`src/rtl/ac97_wb_arbiter.sv`:
```
// Two-master Wishbone arbiter sharing one RAM slave between the AC97 DMA engine (m0) and the host loader (m1).
// Optional stall watchdog: define AC97_WB_ARB_TIMEOUT_EN to enable the TIMEOUT_CYCLES limit and the err pulse.
module ac97_wb_arbiter #(
  parameter int ADR_WIDTH      = 16,
  parameter int TIMEOUT_CYCLES = 255
) (
  input  logic                 clk,
  input  logic                 rst,
  // master 0: AC97 DMA
  input  logic [ADR_WIDTH-1:0] m0_adr_i,
  input  logic [31:0]          m0_dat_i,
  input  logic                 m0_we_i,
  input  logic                 m0_cyc_i,
  input  logic                 m0_stb_i,
  input  logic [2:0]           m0_cti_i,
  output logic [31:0]          m0_dat_o,
  output logic                 m0_ack_o,
  output logic                 m0_err_o,
  // master 1: host / loader
  input  logic [ADR_WIDTH-1:0] m1_adr_i,
  input  logic [31:0]          m1_dat_i,
  input  logic                 m1_we_i,
  input  logic                 m1_cyc_i,
  input  logic                 m1_stb_i,
  input  logic [2:0]           m1_cti_i,
  output logic [31:0]          m1_dat_o,
  output logic                 m1_ack_o,
  output logic                 m1_err_o,
  // shared slave
  output logic [ADR_WIDTH-1:0] s_adr_o,
  output logic [31:0]          s_dat_o,
  output logic                 s_we_o,
  output logic                 s_cyc_o,
  output logic                 s_stb_o,
  output logic [2:0]           s_cti_o,
  input  logic [31:0]          s_dat_i,
  input  logic                 s_ack_i,
  output logic [1:0]           gnt
);

  typedef enum logic [1:0] {
    ST_IDLE = 2'd0,
    ST_GNT0 = 2'd1,
    ST_GNT1 = 2'd2
  } state_t;

  state_t r_state;
  state_t w_next;
  logic   r_last_m1;
  logic   w_timeout;

  if (TIMEOUT_CYCLES < 1 || TIMEOUT_CYCLES > 255) begin : g_bad_timeout
    $error("ac97_wb_arbiter: TIMEOUT_CYCLES must lie in 1..255");
  end

  // NOTE: state registers use non-blocking assignments so every flop samples pre-edge values.
  always_ff @(posedge clk or posedge rst) begin
    if (rst) begin
      r_state   <= ST_IDLE;
      r_last_m1 <= 1'b1;
    end else begin
      r_state <= w_next;
      if (w_next == ST_GNT0) begin
        r_last_m1 <= 1'b0;
      end else if (w_next == ST_GNT1) begin
        r_last_m1 <= 1'b1;
      end
    end
  end

  // NOTE: w_next gets a default before the case so no path leaves it unassigned (no latch).
  always_comb begin
    w_next = r_state;
    case (r_state)
      ST_IDLE: begin
        if (m0_cyc_i && m1_cyc_i) begin
          w_next = r_last_m1 ? ST_GNT0 : ST_GNT1;
        end else if (m0_cyc_i) begin
          w_next = ST_GNT0;
        end else if (m1_cyc_i) begin
          w_next = ST_GNT1;
        end
      end
      ST_GNT0: begin
        if (w_timeout) begin
          w_next = ST_IDLE;
        end else if (!m0_cyc_i) begin
          w_next = m1_cyc_i ? ST_GNT1 : ST_IDLE;
        end
      end
      ST_GNT1: begin
        if (w_timeout) begin
          w_next = ST_IDLE;
        end else if (!m1_cyc_i) begin
          w_next = m0_cyc_i ? ST_GNT0 : ST_IDLE;
        end
      end
      default: w_next = ST_IDLE;
    endcase
  end

`ifdef AC97_WB_ARB_TIMEOUT_EN
  localparam logic [7:0] LP_LIMIT = 8'(TIMEOUT_CYCLES);

  logic [7:0] r_wdog;
  logic       w_stall;

  // A stalled cycle is one where the granted master strobes and the slave does not answer.
  assign w_stall = ((r_state == ST_GNT0) && m0_stb_i && !s_ack_i) ||
                   ((r_state == ST_GNT1) && m1_stb_i && !s_ack_i);

  assign w_timeout = (r_state != ST_IDLE) && (r_wdog == LP_LIMIT);

  always_ff @(posedge clk or posedge rst) begin
    if (rst) begin
      r_wdog <= 8'd0;
    end else if ((w_next != r_state) || s_ack_i) begin
      r_wdog <= 8'd0;
    end else if (w_stall) begin
      r_wdog <= r_wdog + 8'd1;
    end
  end
`else
  assign w_timeout = 1'b0;
`endif

  always_comb begin
    s_adr_o  = m0_adr_i;
    s_dat_o  = m0_dat_i;
    s_we_o   = m0_we_i;
    s_cti_o  = m0_cti_i;
    s_cyc_o  = 1'b0;
    s_stb_o  = 1'b0;
    m0_ack_o = 1'b0;
    m1_ack_o = 1'b0;
    m0_err_o = 1'b0;
    m1_err_o = 1'b0;
    case (r_state)
      ST_GNT0: begin
        s_cyc_o  = m0_cyc_i && !w_timeout;
        s_stb_o  = m0_stb_i && !w_timeout;
        m0_ack_o = s_ack_i && !w_timeout;
        m0_err_o = w_timeout;
      end
      ST_GNT1: begin
        s_adr_o  = m1_adr_i;
        s_dat_o  = m1_dat_i;
        s_we_o   = m1_we_i;
        s_cti_o  = m1_cti_i;
        s_cyc_o  = m1_cyc_i && !w_timeout;
        s_stb_o  = m1_stb_i && !w_timeout;
        m1_ack_o = s_ack_i && !w_timeout;
        m1_err_o = w_timeout;
      end
      default: ;
    endcase
  end

  // Read data fans out to both masters; only the ack qualifies it.
  assign m0_dat_o = s_dat_i;
  assign m1_dat_o = s_dat_i;
  assign gnt      = {r_state == ST_GNT1, r_state == ST_GNT0};

endmodule
```
`config.mk`:
```
export PLATFORM = sky130hd
export DESIGN_NAME = ac97_wb_arbiter
export DESIGN_NICKNAME = d
export VERILOG_FILES = /design/src/rtl/ac97_wb_arbiter.sv
export SDC_FILE = /design/constraint.sdc
export NUM_CORES = 1
export LEC_CHECK = 0
export ABC_AREA = 1
export CAP_MARGIN = 20
export CORE_AREA = 5 5 100 102
export CTS_CLUSTER_DIAMETER = 30
export DETAILED_ROUTE_END_ITERATION = 6
export DIE_AREA = 0 0 105 107
export GPL_TIMING_DRIVEN = 0
export HOLD_SLACK_MARGIN = 0.05
export PLACE_DENSITY = 0.71
export SLEW_MARGIN = 20
export SYNTH_ARGS = -nofsm -noshare
export SYNTH_HDL_FRONTEND = slang
export SYNTH_SLANG_ARGS = --single-unit
```
`constraint.sdc`:
```
create_clock -name clk -period 4.67 [get_ports clk]
set_input_delay 0.934 -clock clk [delete_from_list [all_inputs] [get_ports clk]]
set_output_delay 0.934 -clock clk [all_outputs]
set_load 0.01 [all_outputs]
```
# Word-level counts from Yosys, hierarchy flattened
# Cells that the tools add are included.
[totals] elab_cells=28 ff_bits=3 out_inout_bits=124
[op_classes] muxes=19 n_eq_ne=4 reduce_logical=3
[op_table] cell="32-bit two-way mux" count=1
[op_table] cell="16-bit two-way mux" count=1
[op_table] cell="2-bit two-way mux" count=7
[op_table] cell="1-bit two-way mux" count=6
[op_table] cell="2-bit case mux with 3 select lines" count=1
[op_table] cell="2-bit by 1-bit equality test with 1-bit output, second input constant" count=2
[op_table] cell="2-bit equality test, second input constant" count=2
[op_table] cell="1-bit case mux with 2 select lines" count=2
[op_table] cell="3-bit two-way mux" count=1
[op_table] cell="2-bit logical NOT" count=1
[op_table] cell="2-bit nonzero test" count=1
[op_table] cell="1-bit logical AND" count=1

# Depth between registers and ports, before layout
# Gate-level depths: netlist of run 1.
[logic_depth] word_depth=7 ltp_mapped=10 mapped_depth_nobuf=10

# Least setup slack after synthesis of run 1
# OpenSTA, ideal clock, no wires.
[synth_timing] kind="reg-to-output" start="register r_state[0]" end="output port s_cyc_o" t_required_ps=3736 path_buffers=1 path_stages_with_launch=6 slack_ps=2488 arrival_ps=1248 cell_sequence="dfrtp_1 inv_1 ha_1 buf_6 nand2_2 a21oi_1"
[synth_via] elab_chain_cells=2
[synth_lines] item="start, declared" line_no="47" text="state_t r_state;"
[synth_lines] item="start signal, assigned" line_no="62" text="r_state <= w_next;"
[synth_lines] item="2-bit equality test"
[synth_lines] item="net gnt[1]" line_no="38" text="output logic [1:0] gnt"
[synth_lines] item="1-bit case mux with 2 select lines" line_no="138" text="case (r_state)"
[synth_lines] item="end, declared" line_no="33" text="output logic s_cyc_o,"
# The timed path passes the listed nets, and every way through them passes these cells.

# Final worst setup path of run 1
[layout_timing] start="input port m1_cyc_i" end="output port s_cyc_o"
[layout_via] elab_chain_cells=1
[layout_lines] item="start, declared" line_no="23" text="input logic m1_cyc_i,"
[layout_lines] item="1-bit case mux with 2 select lines" line_no="138"
# Every way passes these cells.

==> results of run 1 <==
[power by group through the flow]
stage,clock network [uW],logic (uW),registers (uW)
2_1_floorplan,0,521,50.7
3_3_place_gp,0,1110,54.1
3_5_place_dp,0,1130,55.4
4_1_cts,78.6,1140,55.1
5_1_grt,80.6,1220,56.9
6_report,76.1,1120,55.5
[cell usage in the layout, fill, tap and decap left out, types with 2 or more instances in the layout]
| cell | netlist | routed |
|---|---|---|
| clkdlybuf4s50_1 | 0 | 232 |
| nand2_1 | 175 | 175 |
| buf_4 | 71 | 71 |
| inv_1 | 9 | 9 |
| ha_1 | 7 | 7 |
| buf_2 | 5 | 5 |
| a21oi_1 | 3 | 3 |
| clkbuf_8 | 0 | 3 |
| or2_2 | 2 | 2 |
| nand3_1 | 2 | 2 |
| nand2_2 | 2 | 2 |
| conb_1 | 1 | 2 |
| dfrtp_1 | 2 | 2 |
[cell type report]
cell class                      count  area share
Inverter                           10    0.009349
Timing Repair Buffer              232      0.5784
Tap cell                          111     0.03459
Clock buffer                        4     0.01122
Buffer                             77      0.1418
Sequential cell                     3     0.01901
Multi-Input combinational cell    196      0.2057
[worst max path at each step]
stage / from / to / cells past startpoint
after CTS: m1_cyc_i / s_cyc_o / 4
after global routing: r_state[0] / s_dat_o[20] / 7
after floorplan: r_state[0] / s_cyc_o / 5
after global placement: m1_cyc_i / s_cyc_o / 4
final: m1_cyc_i / s_cyc_o / 4
after detailed placement: m1_cyc_i / s_cyc_o / 4
[sequential cells by signal, indices dropped and copies added (netlist names)]
| signal | count |
|---|---|
| r_state | 2 |
| r_last_m1 | 1 |
[synth_stat cells, drive strengths merged]
cell type    n
conb         1
ha           7
nand2      177
inv         10
nand3        3
o21ai        1
dfstp        1
a21oi        4
dfrtp        2
buf         77
or2          2
[cells by family (layout without fill, tap and decap cells)]
kind of cell	count (synthesis)	in the layout	synth area share
DFF	3	3	0.05071
and+or+nand+nor	182	182	0.4663
other	1	2	0.002491
AOI/OAI and AO/OA	5	5	0.01911
buffers and inverters	87	323	0.4032
adders and majority gates	7	7	0.05819
[critical path, stage by stage]
cell	delay (ns)
clkdlybuf4s50_1	0.52
nand2_2	0.08
a21oi_1	0.14
clkdlybuf4s50_1	0.55
[metrics by stage]
step           utilization  std cells  total power (uW)
2_1_floorplan            -        286             571.3
3_3_place_gp        0.4401        629              1166
3_5_place_dp        0.4401        629              1188
4_1_cts             0.4451        633              1271
5_1_grt             0.4451        633              1355
6_report            0.4451        633              1248
[layer usage]
metal / vias to the layer above / wire length, um
met5: - / 0
met4: 0 / 82
met3: 9 / 741
met2: 135 / 4658
met1: 1047 / 2875
li1: 1253 / -
==> results.cfg, run 1 <==
[cells_and_area]
layout-drive-gt1-share = 0.1686
ff_latch_area_sq_um = 76.32
final_area_sq_um = 4015
final_nets = 673
multi_input_area_sq_um = 825.8
area_delta_synth_final_pct = 166.7
antenna_cells = 0
fillerInstances = 904

[setup_path]
reg2reg_depth = 9
r2r_slack_ns = 2.78
path_max_fanout = 3
arrival_ns = 2.24
timing.rr.start = r_state[0]
worstSetupEndpointType = output port
cp-start-kind = primary input
path_class = primary input to output port
required_ns = 3.74
r2r-end = r_last_m1

[global_routing]
grt_pass1_vias = 2446
use_met1 = 0.1321
grt_usage = 0.1315
grt_max_degree = 11
use_met2 = 0.2698
globalRouteMet3Util = 0.03191
antenna_found_initial = 0
grt_pass1_wl_um = 12240
grt_overflow = 0
gr-max-usage-layer = met2

[die]
core_area_sq_um = 9021
boundaryPins = 267
start_util = 0.1669
num_rows = 35
die_w_um = 105
die_h_um = 107
dieArea_sq_um = 11240

[drt]
firstDrtPassIters = 4
postRouteAntennaNets = 0
vias = 2444
vias_per_cell = 3.861
routed_wl_um = 8357
drcViolationCount = 0
drtIter0Drc = 64
wl_per_cell_um = 13.20

[clocking]
cts_resized = 0
insertion_delay_ns = 0.22
clock_path_buffers = 2
htreeDepth = 1
ctsHoldBuffers = 0
ctsRootBufferMaster = clkbuf_8
cts_inserted_buffers = 3
cts_tree = yes
clock-sinks = 3
cts_setup_buffers = 0
clk_pin_slew_ns = 0.03

[sta]
post-route-period-util = 0.6794
holdWs_ns = 0.4891
finalSetupViolCount = 0
max_clock_freq_mhz = 315.2
hold_violations = 0
rsz0062_at_grt = no
post-route-min-period_ns = 3.173
slew_viol_final = 0
setup_slack_ns = 1.497
fin_setup_tns_ns = 0
clock_skew_ns = 0.002595

[outcome]
outcome = finished clean

[min_path]
hold_path_startpoint = r_last_m1
min_path_type = flop to flop
holdPathStages = 2
hold_end = r_last_m1

[logic_synthesis]
yosysWarnings = 0
syn_inst = 285
synth_seq_cells = 3
synth_top_area_cell = nand2_1
syn_area_per_cell_sq_um = 5.281
syn_area_sq_um = 1505
ys_seq_area_frac = 0.05071
synthDistinctLibCells = 17
synth_area_leaders = nand2_1 44%, buf_4 35%, ha_1 5.8%
yosys.area.top_type_share = 0.4364

[pwr]
p_int_uw = 705.7
power.share.clock = 0.061
power_density_nw_per_um2 = 310.8
combPwrFrac = 0.895
power_leakage_uw = 0.001959
power_switching_share = 0.4344
p_sw_uw = 542.0
seq_power_share = 0.044
ir_worst_vdd_mv = 0.1886

[job]
cap_violations = 0

[placement]
dpl_cell_area_sq_um = 3970
dp_slack_ns = 1.508
io_buffers = 232
dp_hpwl_um = 7621
routabilityCongestion = 0.8310
Power figures use the tool's default switching activity.
==> run 2: changes to the inputs <==
- CORE_AREA: 5 5 100 102 -> not set
- CORE_ASPECT_RATIO: not set -> 0.7
- CORE_MARGIN: not set -> 5
- CORE_UTILIZATION: not set -> 19
- DIE_AREA: 0 0 105 107 -> not set
- PLACE_DENSITY: 0.71 -> 0.81
- clock period: 4.67 -> 2.8 ns (I/O delays scaled with it)
==> run 2 against run 1 <==
Compared with the run above:
- design area grew 0.59%
- clock skew up 0.00069 ns
- sequential power rose by 61%
- global-route usage increased by 2.7 points
- critical path depth grew 3
- critical path type is now flop to output port
==> results.cfg, run 2 (synthesized netlist as in run 1, its figures left out) <==
[outcome]
outcome = finished clean

[sta]
slew_viol_final = 0
post-route-min-period_ns = 2.609
hold_violations = 0
max_clock_freq_mhz = 383.3
post-route-period-util = 0.9317
finalSetupViolCount = 0
fin_setup_tns_ns = 0
setup_slack_ns = 0.1912
clock_skew_ns = 0.003286
rsz0062_at_grt = no

[setup_path]
required_ns = 2.24
path_class = flop to output port
worstSetupEndpointType = output port
reg2reg_depth = 9
path_max_fanout = 10
arrival_ns = 2.05
cp-start-kind = flop

[pwr]
power_leakage_uw = 0.001972
power_density_nw_per_um2 = 543.9
finalPower_uw = 2197
ir_worst_vdd_mv = 0.4692

[placement]
io_buffers = 232
dp_hpwl_um = 7721
dp_slack_ns = 0.3159
dp_cells = 619
routabilityCongestion = 0.7788

[drt]
vias_per_cell = 3.864
routed_wl_um = 8612
firstDrtPassIters = 4
postRouteAntennaNets = 0
wl_per_cell_um = 13.82
vias = 2407
drcViolationCount = 0
drtIter0Drc = 112

[clocking]
htreeDepth = 1
cts_tree = yes
clock_path_buffers = 2
clk_pin_slew_ns = 0.03
ctsRootBufferMaster = clkbuf_16
clock-sinks = 3
cts_inserted_buffers = 3
insertion_delay_ns = 0.22
cts_setup_buffers = 0

[cells_and_area]
regMostFlops = r_state
final_nets = 673
instances_no_fill = 623
final_util = 0.5176
layout-drive-gt1-share = 0.1724
largestRegisters = r_state x2, r_last_m1 x1
antenna_cells = 0
layout_commonest_cell = clkdlybuf4s50_1
area_delta_synth_final_pct = 168.3
largest_reg_flops = 2
mostFrequentLayoutCells = 232 x clkdlybuf4s50_1, 175 x nand2_1, 71 x buf_4, 8 x inv_1, 6 x ha_1

[global_routing]
use_met1 = 0.1875
antenna_found_initial = 0
grt_pass1_wl_um = 12640
use_met2 = 0.3017
grt_max_degree = 11
grt_pass1_vias = 2469
gr-max-usage-layer = met2
grt_usage = 0.1589
grt_overflow = 0
globalRouteMet3Util = 0.02089

[die]
start_util = 0.1929
core_area_sq_um = 7804
boundaryPins = 267
die_h_um = 84.47
die_w_um = 116.4
dieArea_sq_um = 9830
num_rows = 27

[min_path]
min_path_type = primary input to asynchronous set/reset pin

[job]
cap_violations = 0
-- run 2: cell types whose count changed in the layout (fill, tap and decap cells not counted) --
cell,previous run,this run
clkbuf_8,3,0
inv_2,1,2
clkbuf_16,0,3
ha_1,7,6
inv_1,9,8
ha_2,0,1
-- run 2: report_power, final --
part           switching [uW]  total (uW)  internal, uW
clock                    40.3         228           188
combinational             866        1880          1010
sequential               18.8        89.1          70.2
total                     925        2200          1270
-- run 2: path summary, 6_finish.rpt --
kind / end / slack (ns) / startpoint
min in group clk: r_last_m1 / 0.49 / r_last_m1
min reg2reg: r_last_m1 / 0.49 / r_last_m1
max: s_dat_o[18] / 0.19 / r_state[0]
max in group asynchronous: r_last_m1 / 2.10 / rst
min: r_state[0] / 0.49 / rst
max reg2reg: r_last_m1 / 0.92 / r_state[0]
-- run 2: timing repair --
item,4_1_cts,5_1_grt
resized for setup,0,2
setup endpoints to repair,0,41
hold buffers,0,0
-- run 2: cell type report --
type                       count  area [sq um]
fill                         731          3765
timing repair buffer         232          2322
multi-input combinational    196         828.3
buffer                        77         569.3
tap                          101         126.4
clock buffer                   4         78.83
sequential                     3         76.32
inverter                      10         37.54
-- run 2: routing by layer --
metal | part of all wire | vias up
li1 | - | 1250
met1 | 0.38 | 1064
met2 | 0.55 | 85
met3 | 0.063 | 8
met4 | 0.0099 | 0
met5 | 0 | -
-- run 2: per-stage QoR --
| step | hold WS (ns) | cell area [sq um] |
|---|---|---|
| final | 0.4887 | 4039 |
| after global routing | 0.5198 | 4039 |
| after CTS | 0.4950 | 4036 |
| after detailed placement | 0.4908 | 3958 |
| after global placement | 0.4853 | 3958 |
| after floorplan | 0.3129 | 1509 |
-- run 2: critical path, stage by stage (launching register included) --
cell and delay (ns):
dfrtp_1 0.41, inv_2 0.12, ha_2 0.25, buf_6 0.17
buf_4 0.18, nand2_1 0.06, nand2_1 0.08, clkdlybuf4s50_1 0.55
==> run 3: changes to the inputs <==
- CORE_AREA: not set -> 3 3 102 104
- CORE_ASPECT_RATIO: 0.7 -> not set
- CORE_MARGIN: 5 -> not set
- CORE_UTILIZATION: 19 -> not set
- DIE_AREA: not set -> 0 0 105 107
- PLACE_DENSITY: 0.81 -> 0.69
- SKIP_CTS_REPAIR_TIMING: not set -> 1
==> run 3 against run 2 <==
Compared with the run above:
- sequential share of layout area about the same
- register-to-register slack worse by 0.02 ns
- worst hold slack better by 0.0016 ns
- worst setup slack worse by 0.051 ns
- cell count is 5.1% higher
- highest routed layer unchanged
==> results.cfg, run 3 (synthesized netlist as in run 1, its figures left out) <==
[pwr]
p_sw_uw = 895.1
p_int_uw = 1191
power_density_nw_per_um2 = 514.2
power.share.clock = 0.060
ir_worst_vdd_mv = 0.3612
power_switching_share = 0.4290
combPwrFrac = 0.897
seq_power_share = 0.043
power_leakage_uw = 0.001964
finalPower_uw = 2086

[clocking]
clk_pin_slew_ns = 0.03
clock_path_buffers = 2
insertion_delay_ns = 0.21
cts_inserted_buffers = 3
cts_tree = yes
ctsRootBufferMaster = clkbuf_8
clock-sinks = 3
htreeDepth = 1

[sta]
clock_skew_ns = 0.0008555
post-route-period-util = 0.9498
post-route-min-period_ns = 2.659
rsz0062_at_grt = no
finalSetupViolCount = 0
hold_violations = 0
fin_setup_tns_ns = 0
max_clock_freq_mhz = 376.0
slew_viol_final = 0

[global_routing]
grt_usage = 0.1284
grt_max_degree = 11
grt_pass1_vias = 2483
antenna_found_initial = 0
grt_pass1_wl_um = 11960
grt_overflow = 0

[placement]
dp_cells = 651
dp_hpwl_um = 7043
routabilityCongestion = 0.7498
io_buffers = 232
dpl_cell_area_sq_um = 3998

[cells_and_area]
multi_input_area_sq_um = 828.3
mostFrequentLayoutCells = 232 x clkdlybuf4s50_1, 175 x nand2_1, 71 x buf_4, 9 x inv_1, 6 x ha_1
area_delta_synth_final_pct = 169.6
layout_commonest_cell = clkdlybuf4s50_1
fillerInstances = 1003
final_nets = 673
layout-drive-gt1-share = 0.1705
antenna_cells = 0
final_area_sq_um = 4058
ff_latch_area_sq_um = 76.32
instances_no_fill = 655
regMostFlops = r_state
largest_reg_flops = 2
final_util = 0.4210
largestRegisters = r_state x2, r_last_m1 x1

[setup_path]
worst_path_max_delay_cell = clkdlybuf4s50_1
arrival_ns = 2.10
path_class = flop to output port
path_common_cell = nand2_1
crit_family = buffers and inverters
r2r_slack_ns = 0.90
cp-start-kind = flop
worstSetupEndpointType = output port
path_cells = inv_1 -> ha_2 -> buf_6 -> buf_4 -> nand2_1 -> nand2_1 -> clkdlybuf4s50_1
required_ns = 2.24
path_max_fanout = 10
critPathBufInv = 4
slowest_delay_ns = 0.56

[die]
core_area_sq_um = 9639
start_util = 0.1562
dieArea_sq_um = 11240
die_h_um = 107
die_w_um = 105
num_rows = 36
boundaryPins = 267

[drt]
topRoutingLayerUsed = met4
wl_per_cell_um = 12.06
firstDrtPassIters = 4
postRouteAntennaNets = 0
drcViolationCount = 0
wl_met2_um = 4366
vias = 2433
vias_per_cell = 3.715
drt-met1-wl_um = 2825
drtIter0Drc = 70
wl_met3_um = 683
routed_wl_um = 7898

[job]
cap_violations = 0

[outcome]
outcome = finished clean

[min_path]
min_path_type = flop to flop
## run 3: cell count changes in the layout (fill, tap and decap cells not counted)
| cell | change |
|---|---|
| buf_2 | -4 |
| clkbuf_4 | +4 |
| clkbuf_16 | -3 |
| clkbuf_8 | +3 |
| inv_2 | -2 |
| inv_1 | +1 |
| inv_4 | +1 |
## run 3: power groups by stage
stage	registers, uW	clock network [uW]	logic [uW]
after floorplan	84.6	0	868
after global placement	88.5	0	1850
after detailed placement	90.7	0	1880
after CTS	90.3	128	1890
after global routing	95.8	132	2060
final	90.5	124	1870
## run 3: layer usage
layer / vias up / GRT usage
met5: - / 0
met4: 0 / 0.01874
met3: 2 / 0.03010
met2: 131 / 0.2626
met1: 1047 / 0.1338
li1: 1253 / -
## run 3: per-stage QoR
stage / setup slack (ns) / hold WS [ns]
after floorplan: 0.9925 / 0.3129
after global placement: 0.3220 / 0.4782
after detailed placement: 0.3025 / 0.4918
after CTS: 0.07313 / 0.4963
after global routing: 0.003549 / 0.5251
final: 0.1406 / 0.4903
## run 3: worst register-to-register path, stage by stage, from the launching register on
cell and delay, ns:
dfrtp_1 0.40, inv_1 0.16, ha_2 0.26, buf_6 0.17, nand2_2 0.08, nand2_2 0.07
nand3_2 0.08, a21oi_2 0.16, ha_1 0.26, o21ai_0 0.17
## run 3: final timing paths
check | cells after the start | to | startpoint
max in group asynchronous | 2 | r_last_m1 | rst
worst min-delay path | 2 | r_last_m1 | r_last_m1
worst max-delay path | 7 | s_dat_o[6] | r_state[0]
worst min register to register | 2 | r_last_m1 | r_last_m1
worst max register to register | 9 | r_last_m1 | r_state[0]
min in group asynchronous | 2 | r_state[0] | rst
## run 3: final cells by class
cell class,instances,area share
repair buffers,232,0.5723
plain buffers,77,0.1428
flip-flops and latches,3,0.01881
clock buffers,4,0.01110
inverters,10,0.009867
multi-input cells,196,0.2041
well taps,133,0.04101
==> variant: new RTL, flow settings as in run 1 <==
Build with the macro `AC97_WB_ARB_TIMEOUT_EN` defined.
--- a/src/rtl/ac97_wb_arbiter.sv
+++ b/src/rtl/ac97_wb_arbiter.sv
@@ -2,2 +2,4 @@
 // Optional stall watchdog: define AC97_WB_ARB_TIMEOUT_EN to enable the TIMEOUT_CYCLES limit and the err pulse.
+`define AC97_WB_ARB_TIMEOUT_EN
+
 module ac97_wb_arbiter #(
Function: no difference found for any inputs over 10 cycles, from zero or initial values and one cycle with rst high; that may be too few to reach the edited logic, so the function may still have changed.
==> variant against run 1 <==
Area after synthesis grew 31%. Sequential power is 130% higher. Count of clock-buffer cells in the layout is 1 lower. First-iteration DRC count is 66% higher. Routed wire length grew 24%. Utilization is 5.4 points higher. Sequential share of layout area rose by 4.2 points. Combinational power increased by 13%. Sequential cell count grew 8. Critical path depth up 4. Worst setup slack got worse by 560 ps. Largest cell class unchanged. Final area is 12% higher. Power up 19%.
==> variant: results (changes against run 1) <==
metric,value,unit,change
hpwl,9.05,mm,+19%
cts_buffers,3,,unchanged
routed.top_layer,met4,,
slowest_stage,clkdlybuf4s50_1,,
cp_max_fo,10,,+7
clock_skew,3.65,ps,+1.06 ps
r2r_end,r_last_m1,,
synthTopCellsByCount,"nand2_1 (187), buf_4 (65), inv_1 (15)",,
routed_via_density,4.06,,+5.1%
hold_start,r_last_m1,,
outcome,"complete, no violations",,
clock-root-buffer,clkbuf_8,,
reg2reg_slack,2590,ps,-190 ps
dr.pass1.iters,4,,unchanged
power_frac_clock,6.4,%,+0.3 points
synthesis.nets,491,,
clkLatencyLatePin,240,ps,+20 ps
cp.arrival,2790,ps,+550 ps
ys_ff_latch,11,,+8
grt_pass1_wl,14.9,mm,+21%
rr_worst_depth,11,,+2
nNetsFinal,730,,+8.5%
reg.largest.list,"r_wdog x8, r_state x2, r_last_m1 x1",,
critical_path.top_delay_family,buffers and inverters,,
cts_resized,0,,unchanged
htreeDepth,1,,unchanged
hold_depth,2,,unchanged
grt_use_met2,30.9,%,+4.0 points
post_cts_buffers,0,,unchanged
leakage,2.11,nW,+7.9%
cpPeakStageDelay,540,ps,
drive_gt1_share,15.3,%,-1.5 points
async_flop_share,100,%,unchanged
grt_util_met1,19.2,%,+5.9 points
grt_max_degree,12,,+1
port-buffer-count,234,,+0.86%
grt_pass1_vias,2707,,+11%
drt_iter0_markers,106,,+66%
synth-seq-area-share,14.0,%,+8.9 points
powerComb,1.26,mW,+13%
holdPathEnd,r_last_m1,,
relSlewSlack,59.4,%,
wl_met1,3.99,mm,+39%
fillers,854,,-5.5%
routabilityCongestion,0.807,,-2.8%
totalWireLength,10.4,mm,+24%
met2_length,5.57,mm,+20%
ir_drop,0.247,mV,+31%
wl_met3,747,um,+0.81%
path_clk_slew,50,ps,+20 ps
ys.flop_type,dfrtp_1,,
hold_class,register to register,,
yosysWarnings,0,,unchanged
synthTopCellsByArea,"nand2_1 (36%), buf_4 (25%), dfrtp_1 (13%)",,
gr-usage-met3,3.79,%,+0.60 points
switching_share,46.4,%,+3.0 points
track_usage,16.2,%,+3.1 points
synth.distinct_cells,27,,+10
==> variant: area by class of cell <==
| cell class | count | area share [%] |
|---|---|---|
| Clock inverter | 1 | 0.111 |
| Clock buffer | 3 | 0.917 |
| Multi-Input combinational cell | 238 | 24.6 |
| Tap cell | 111 | 3.08 |
| Timing Repair Buffer | 234 | 52.0 |
| Inverter | 17 | 1.42 |
| Sequential cell | 11 | 6.14 |
| Buffer | 76 | 11.8 |
==> variant: per-stage QoR <==
| step | cells | total power [mW] | instance area [um2] | hold slack, ps | setup WS, ps |
|---|---|---|---|---|---|
| 6_report | 691 | 1.48 | 4500 | 491 | 941 |
| 2_1_floorplan | 342 | 0.724 | 1980 | 457 | 2140 |
| 3_3_place_gp | 687 | 1.39 | 4460 | 477 | 1160 |
| 3_5_place_dp | 687 | 1.39 | 4460 | 484 | 1150 |
| 4_1_cts | 691 | 1.50 | 4500 | 492 | 863 |
| 5_1_grt | 691 | 1.60 | 4500 | 520 | 656 |
==> variant: worst max path at each step <==
stage	from	end	slack, ps
after global placement	r_state[0]	s_dat_o[27]	1160
after detailed placement	r_state[0]	s_dat_o[27]	1150
after global routing	r_state[0]	s_dat_o[27]	660
final	r_state[0]	s_dat_o[2]	940
after floorplan	r_state[0]	s_cyc_o	2140
after CTS	r_state[0]	s_dat_o[27]	860
==> variant: logic make-up (layout without fill, tap and decap cells) <==
logic type,Yosys count,after routing,share of synthesized area [%]
XOR/XNOR,6,6,2.66
flip-flops,11,11,14.0
AND/OR/NAND/NOR,219,219,47.0
buffers and inverters,93,331,30.0
AO/OA/AOI/OAI,7,7,2.60
adder cells (fa/ha/maj),6,6,3.80
